<file path="config.mk">
export PLATFORM = sky130hd
export DESIGN_NAME = execute_stage
export DESIGN_NICKNAME = d
export VERILOG_FILES = /design/src/rtl/execute_stage.sv
export SDC_FILE = /design/constraint.sdc
export NUM_CORES = 2
export LEC_CHECK = 0
export BUFFER_PORTS_ARGS = -buffer_cell sky130_fd_sc_hd__buf_2
export CELL_PAD_IN_SITES_DETAIL_PLACEMENT = 1
export CELL_PAD_IN_SITES_GLOBAL_PLACEMENT = 2
export CORE_MARGIN = 2
export CORE_UTILIZATION = 48
export DETAILED_ROUTE_END_ITERATION = 8
export PLACE_DENSITY = 0.94
export REMOVE_ABC_BUFFERS = 1
export SYNTH_ARGS = -nofsm -noshare
export SYNTH_HDL_FRONTEND = slang
export SYNTH_SLANG_ARGS = --single-unit
export TNS_END_PERCENT = 5
</file>
<file path="constraint.sdc">
create_clock -name clk -period 10 [get_ports clk]
set_clock_uncertainty 0.15 [all_clocks]
set_input_delay 1.5 -clock clk [delete_from_list [all_inputs] [get_ports clk]]
set_output_delay 1.5 -clock clk [all_outputs]
set_load 0.005 [all_outputs]
</file>
<file path="src/rtl/execute_stage.sv">
// Execute stage of the in-order RV32I integer pipeline.
//
// Owns the 32x32 integer register file, forwards operands from EX/MEM and
// writeback, evaluates the ALU on the decoded control code and registers the
// result into the EX/MEM pipeline register. A load immediately followed by a
// dependent instruction produces a one-cycle bubble and stalls decode/fetch.
//
// Ports:
//   clk, rst           clock; synchronous active-high reset
//   d_*                decoded instruction fields from the decode register stage
//   stall_in           downstream stall; EX/MEM holds
//   wb_en/addr/data    writeback port into the register file (also bypassed)
//   e_*                EX/MEM pipeline register outputs
//   stall_out          combinational; hold decode and fetch this cycle
module execute_stage (
    input  logic        clk,
    input  logic        rst,
    input  logic [31:0] d_imm,
    input  logic [4:0]  d_ctl,
    input  logic        d_src_imm,
    input  logic        d_src_pc,
    input  logic        d_read_reg1,
    input  logic        d_read_reg2,
    input  logic [4:0]  d_reg1_addr,
    input  logic [4:0]  d_reg2_addr,
    input  logic [4:0]  d_write_reg,
    input  logic        d_reg_write,
    input  logic        d_mem_read,
    input  logic        d_mem_write,
    input  logic [31:0] d_pc,
    input  logic        stall_in,
    input  logic        wb_en,
    input  logic [4:0]  wb_addr,
    input  logic [31:0] wb_data,
    output logic [31:0] e_result,
    output logic [31:0] e_store_data,
    output logic [4:0]  e_write_reg,
    output logic        e_reg_write,
    output logic        e_mem_read,
    output logic        e_mem_write,
    output logic        stall_out
);

    logic [31:0] rf_q [32];

    logic [31:0] result_q, result_d;
    logic [31:0] store_data_q, store_data_d;
    logic [4:0]  write_reg_q, write_reg_d;
    logic        reg_write_q, reg_write_d;
    logic        mem_read_q, mem_read_d;
    logic        mem_write_q, mem_write_d;

    logic [31:0] rs1_fwd, rs2_fwd;
    logic [31:0] op_a, op_b;
    logic [31:0] alu_res;
    logic        load_use;

    // Register file; entry 0 is never written so it always reads zero.
    always_ff @(posedge clk) begin
        if (rst) begin
            for (int i = 0; i < 32; i++) begin
                rf_q[i] <= '0;
            end
        end else if (wb_en && (wb_addr != 5'd0)) begin
            rf_q[wb_addr] <= wb_data;
        end
    end

    // EX/MEM is younger than WB, so it takes priority. Loads in EX/MEM have
    // no value yet; that case is covered by the load-use stall instead.
    function automatic logic [31:0] fwd(
        input logic [4:0]  addr,
        input logic [31:0] rf_val,
        input logic        ex_rw,
        input logic        ex_mr,
        input logic [4:0]  ex_rd,
        input logic [31:0] ex_res,
        input logic        w_en,
        input logic [4:0]  w_addr,
        input logic [31:0] w_data
    );
        logic [31:0] val;
        if (addr == 5'd0) begin
            val = '0;
        end else if (ex_rw && !ex_mr && (ex_rd == addr)) begin
            val = ex_res;
        end else if (w_en && (w_addr == addr)) begin
            val = w_data;
        end else begin
            val = rf_val;
        end
        return val;
    endfunction

    always_comb begin
        rs1_fwd = fwd(d_reg1_addr, rf_q[d_reg1_addr], reg_write_q, mem_read_q, write_reg_q,
                      result_q, wb_en, wb_addr, wb_data);
        rs2_fwd = fwd(d_reg2_addr, rf_q[d_reg2_addr], reg_write_q, mem_read_q, write_reg_q,
                      result_q, wb_en, wb_addr, wb_data);
        op_a    = d_src_pc  ? d_pc  : rs1_fwd;
        op_b    = d_src_imm ? d_imm : rs2_fwd;
    end

    always_comb begin
        alu_res = '0;
        case (d_ctl)
            5'd0:    alu_res = op_a & op_b;
            5'd1:    alu_res = op_a | op_b;
            5'd2:    alu_res = op_a + op_b;
            5'd3:    alu_res = op_a ^ op_b;
            5'd4:    alu_res = op_a << op_b[4:0];
            5'd5:    alu_res = op_a >> op_b[4:0];
            5'd6:    alu_res = op_a - op_b;
            5'd7:    alu_res = {31'd0, $signed(op_a) < $signed(op_b)};
            5'd10:   alu_res = op_b;
            5'd13:   alu_res = {31'd0, op_a < op_b};
            5'd15:   alu_res = $signed(op_a) >>> op_b[4:0];
            default: alu_res = '0;
        endcase
    end

    always_comb begin
        load_use = mem_read_q && (write_reg_q != 5'd0) &&
                   ((d_read_reg1 && (d_reg1_addr == write_reg_q)) ||
                    (d_read_reg2 && (d_reg2_addr == write_reg_q)));
        stall_out = load_use | stall_in;
    end

    // Downstream hold beats the bubble; a bubble only clears the enables.
    always_comb begin
        result_d     = result_q;
        store_data_d = store_data_q;
        write_reg_d  = write_reg_q;
        reg_write_d  = reg_write_q;
        mem_read_d   = mem_read_q;
        mem_write_d  = mem_write_q;
        if (!stall_in) begin
            if (load_use) begin
                reg_write_d = 1'b0;
                mem_read_d  = 1'b0;
                mem_write_d = 1'b0;
            end else begin
                result_d     = alu_res;
                store_data_d = rs2_fwd;
                write_reg_d  = d_write_reg;
                reg_write_d  = d_reg_write;
                mem_read_d   = d_mem_read;
                mem_write_d  = d_mem_write;
            end
        end
    end

    always_ff @(posedge clk) begin
        if (rst) begin
            result_q     <= '0;
            store_data_q <= '0;
            write_reg_q  <= '0;
            reg_write_q  <= 1'b0;
            mem_read_q   <= 1'b0;
            mem_write_q  <= 1'b0;
        end else begin
            result_q     <= result_d;
            store_data_q <= store_data_d;
            write_reg_q  <= write_reg_d;
            reg_write_q  <= reg_write_d;
            mem_read_q   <= mem_read_d;
            mem_write_q  <= mem_write_d;
        end
    end

    assign e_result     = result_q;
    assign e_store_data = store_data_q;
    assign e_write_reg  = write_reg_q;
    assign e_reg_write  = reg_write_q;
    assign e_mem_read   = mem_read_q;
    assign e_mem_write  = mem_write_q;

endmodule

</file>
# Word level (Yosys, flattened, before mapping)
# Memories as Yosys holds them, arrays and structs flattened.
# Cells that the tools add are included.
[word_totals] ramBits=1024 regBits=72 out_inout_bits=73 wordCells=75 n_memories=1 in_bits=132
[mem_list] name="rf_q" words=32 width=32 rd=2 rd_ports_with_merged_regs=0 write_ports=32 line="44" rtl="logic [31:0] rf_q [32];"
[classes] bitwise=6 magnitude_cmp=2 add_sub_neg=2 shifts=3 eq_ne=16 mux=20 reduce_logical=19
[op_table] cell="one-hot mux 32 bit (11 select lines)" count=1
[op_table] cell="2-to-1 mux 32 bit" count=9
[op_table] cell="less-than comparator 32 bit" count=2
[op_table] cell="adder 32 bit" count=1
[op_table] cell="bitwise AND 32 bit" count=1
[op_table] cell="bitwise OR 32 bit" count=1
[op_table] cell="OR reduction 32 bit" count=1
[op_table] cell="left shift 32 x 5 -> 32 bit" count=1
[op_table] cell=">> shifter 32 x 5 -> 32 bit" count=1
[op_table] cell=">>> shifter 32 x 5 -> 32 bit" count=1
[op_table] cell="subtractor 32 bit" count=1
[op_table] cell="bitwise XOR 32 bit" count=1
[op_table] cell="== test 5 bit" count=6
[op_table] cell="== test 5 x 3 -> 1 bit, second input constant" count=4
[op_table] cell="== test 5 x 4 -> 1 bit, second input constant" count=3
[op_table] cell="logical NOT 5 bit" count=3
[op_table] cell="== test 5 x 2 -> 1 bit, second input constant" count=2
[op_table] cell="logical AND 1 bit" count=10
[op_table] cell="nonzero test 5 bit" count=2
[op_table] cell="2-to-1 mux 1 bit" count=9
[op_table] cell="== test 5 x 1 -> 1 bit, second input constant" count=1
[op_table] cell="2-to-1 mux 5 bit" count=1
[op_table] cell="NOT 1 bit" count=2
[op_table] cell="AND reduction 2 bit" count=1
[op_table] cell="3 further kinds" count=3

# Depth between registers and ports, before layout
[depth] word_depth=8 mapped_depth=28 ltp_nobuf=21

# Worst setup path before layout
# Ideal clock, no wire load.
[synth_timing] path_kind="in2reg" start="in d_reg2_addr[0]" end="reg result_q[16] (netlist: e_result[16])" arrival_ps=6872 n_path_buf=8 setup_ps=125 path_stages=28 setup_slack_ps=2853 cell_sequence="buf_6 buf_12 buf_12 buf_12 buf_12 buf_2 buf_2 mux4_2 mux4_2 nand2_1 nand3_1 o21ai_0 o21ai_0 nand2_1 o21a_1 ha_1 clkbuf_1 o21a_1 o21ai_0 a31oi_1 o41ai_1 o21bai_1 a21oi_1 o21ai_0 and2_1 a31oi_1 o22ai_1 o41a_1"
[synth_between] elab_chain_len=8 word_cells_on_any_way=25
[synth_lines] item="from (decl)" line="25" rtl="input logic [4:0] d_reg2_addr,"
[synth_lines] item="branches (longest 8 deep; another with memory (32 x 32 bit))"
[synth_lines] item="to (signal assigned)" line="162" rtl="result_q <= result_d;"
[synth_lines] item="to (decl)" line="46" rtl="logic [31:0] result_q, result_d;"
# Several ways; the timed one is not identified.
# A chain may end at the register's enable or synchronous reset.

# Final worst setup path
[layout_timing] start="in d_reg1_addr[0]" end="reg result_q[31] (netlist: e_result[31])"
[layout_between] elab_chain_len=8 word_cells_on_any_way=25
[layout_lines] item="from (decl)" line="24" rtl="input logic [4:0] d_reg1_addr,"
[layout_lines] item="branches (longest 8 deep; another with memory (32 x 32 bit))"
# Several ways; the timed one is not identified.

==> results.py <==
metrics = {
    "run_status": {
        "status": "finished, violations left",
        "violations": "max-capacitance violations, max-slew violations",
    },
    "routing": {
        "dr.pass1.iters": 6,
        "route.detailed.drc": 0,
        "wl_per_cell_um": 40.1,
        "vias_per_cell": 7.34,
        "first_iter_violations": 8770,
        "routed_wl_um": 302000,
        "postRouteAntennaNets": 0,
        "num_vias": 55400,
    },
    "floorplan": {
        "ioPinCount": 205,
        "die_h_um": 381,
        "design.core.area_um2": 141000,
        "start_util_pct": 48.3,
        "fp.dieArea_um2": 145000,
        "rows": 138,
        "die_w_um": 381,
    },
    "setup_path": {
        "crit_required_ns": 10.52,
        "endpoint_kind": "register",
        "cp_max_fo": 67,
        "startpoint_type": "primary input",
        "cp.arrival_ns": 9.10,
        "critPathKind": "in -> reg",
    },
    "grt": {
        "busiest_layer": "met2",
        "grt_start_max_net_pins": 77,
        "overflow": 0,
        "use_met2_pct": 64.1,
        "grt_pass1_vias": 57200,
        "met3_usage_pct": 11.0,
        "antenna_found_initial": 22,
        "grt_pass1_wl_um": 424000,
        "grtUsageTotal_pct": 40.9,
        "grtUsageMet1_pct": 47.9,
    },
    "clock_network": {
        "cts_tree": "done",
        "insertion_delay_ns": 0.78,
        "clock_path_buffers": 3,
        "cts_setup_buffers": 0,
        "htree_levels": 3,
        "clk_pin_slew_ns": 0.06,
        "numCtsBuffers": 118,
        "ctsHoldBuffers": 0,
        "cts_root_buffer": "clkbuf_16",
        "clock_sinks": 1096,
        "cts_resized": 0,
    },
    "power": {
        "p_switching_uw": 3940,
        "p_int_uw": 8520,
        "comb_power_share_pct": 21.7,
        "vdd_ir_drop_max_v": 0.000162,
        "netSwitchingFraction_pct": 31.6,
        "p_clk_share_pct": 34.5,
        "seq_power_share_pct": 43.8,
        "p_leak_uw": 0.0271,
        "powerDensity_nw_per_um2": 167,
    },
    "synthesis": {
        "ys.flop_type": "edfxtp_1",
        "syn_area_um2": 68300,
        "ys_warn_count": 0,
        "synth.distinct_cells": 97,
        "syn_inst": 5511,
        "synth_edf_count": 1024,
        "synth-seq-area-share_pct": 47.1,
        "ys_seq_elements": 1096,
        "synthArstFlopShare_pct": 0,
        "syn_avg_cell_area_um2": 12.4,
    },
    "timing": {
        "max_freq_mhz": 117,
        "drv_slew": 4,
        "finalWorstSetupSlack_ns": 1.42,
        "rsz0062_at_grt": "no",
        "finalHoldViolations": 0,
        "setup_tns_ns": 0,
        "relSlewSlack_pct": -3.30,
        "fin_crit_ns": 8.58,
        "setup_violations": 0,
        "fin_crit_sh_pct": 85.8,
        "worst_pin_slew_ns": 1.51,
    },
    "placed_design": {
        "dpl.hpwl_um": 199000,
        "gp_congestion": 1.01,
        "io_buffers": 204,
        "place_area_um2": 71200,
        "dpl_worst_slack_ns": 0.928,
    },
    "final_layout": {
        "design_area_um2": 74800,
        "syn_to_final_growth_pct": 9.46,
        "seq_area_um2": 32200,
        "nets": 5775,
        "fill_cells": 14200,
        "top_register": "rf_q",
        "multi_input_area_um2": 33300,
        "drive_gt1_share_pct": 21.5,
        "largest_register_ffs": 1024,
    },
    "job": {
        "cap_violations": 2,
    },
    "worst_hold_path": {
        "hold_path.class": "reg -> reg",
    },
}
stage by stage:
stage	hold slack (ns)	utilization (%)	std cells	power (uW)
floorplan	0.292	-	4991	6900
global placement	0.292	50.3	7307	8020
detailed placement	0.297	50.3	7307	8110
CTS	0.305	52.9	7524	12300
global route	0.324	52.9	7528	12700
finish	0.302	52.9	7540	12500
logic make-up after synthesis:
logic type | share of synthesized area, %
xor+xnor | 0.474
buf+inv | 4.57
compound gates | 9.18
other cells | 0.00549
simple gates | 15.0
flops | 47.1
mux | 21.8
fa+ha+maj | 1.96
path summary, 6_finish.rpt:
check                                       from                to  slack, ns  cells past startpoint
worst max-delay path              d_reg1_addr[0]      e_result[31]       1.42                     22
worst min-delay path            e_store_data[18]  e_store_data[18]       0.30                      2
worst max register to register      rf_q[26][10]      e_result[31]       2.92                     20
worst min register to register  e_store_data[18]  e_store_data[18]       0.30                      2
cells in the mapped netlist, types with 20 or more instances:
library cell,count,share of area (%)
a2111oi_0,32,0.41
a211oi_1,31,0.34
a21oi_1,198,1.5
a221oi_1,27,0.35
a22o_1,33,0.42
a22oi_1,63,0.69
a31oi_1,20,0.18
a32oi_1,23,0.29
and2_1,943,8.6
buf_1,23,0.13
buf_2,103,0.75
buf_4,28,0.31
buf_6,37,0.61
clkbuf_1,351,1.9
dfxtp_1,72,2.1
edfxtp_1,1024,45
ha_1,104,1.9
inv_1,102,0.56
mux2_2,34,0.56
mux2i_1,319,4.7
mux4_1,25,0.96
mux4_2,467,15
nand2_1,318,1.7
nand2b_1,22,0.20
nand3_1,97,0.71
nand4_1,26,0.24
nor2_1,207,1.1
nor3_1,111,0.81
nor4_1,21,0.19
o211ai_1,47,0.52
o21ai_0,100,0.73
o221ai_1,46,0.59
o22ai_1,70,0.64
or2_2,37,0.34
xnor2_1,29,0.37
cell usage in the layout, fill, tap and decap left out, drive strengths merged, types with 70 or more instances in the layout:
cell,netlist,routed
ha,104,104
edfxtp,1024,1024
mux4,492,492
mux2i,325,325
nor3,114,114
nand2,319,319
a21oi,200,200
clkbuf,352,159
nand3,99,99
o22ai,70,70
inv,108,113
nor2,208,208
dfxtp,72,72
and2,943,943
buf,199,426
o21ai,106,106
layer usage:
metal	up-vias	wire length, um
met1	27800	99000
met4	10	27800
met2	4923	138000
li1	21100	-
met3	1488	37100
met5	-	116
worst max-delay path, cell delays in order:
cell and delay, ns:
buf_8 0.58, buf_12 0.43, mux4_2 0.56, a22o_1 0.26, a2111oi_0 1.16, buf_4 0.28, or4_1 0.19, nand3_1 0.37
ha_1 0.67, nand2_1 0.12, nor3_1 0.28, o2111ai_1 0.17, a21oi_1 0.37, o21ai_0 0.16, buf_4 0.19, a2111oi_0 0.58
buf_4 0.22, nor3b_1 0.06, o21ai_0 0.28, xor2_1 0.19, o22ai_1 0.11, o31a_1 0.25
final cells by class:
type                            instances  area share (%)
Multi-Input combinational cell       3784            44.6
Clock inverter                         58           0.631
Timing Repair Buffer                  426            3.83
Antenna cell                           16          0.0535
Tap cell                             1890            3.16
Clock buffer                          159            4.18
Sequential cell                      1096            43.0
Inverter                              111           0.560
power groups by stage:
stage	Clock [uW]	Combinational [uW]	Sequential [uW]
2_1_floorplan	0	1460	5440
3_3_place_gp	0	2540	5480
3_5_place_dp	0	2590	5520
4_1_cts	4280	2610	5440
5_1_grt	4440	2790	5460
6_report	4300	2710	5450
No activity file was read; power rests on OpenSTA's default activity.
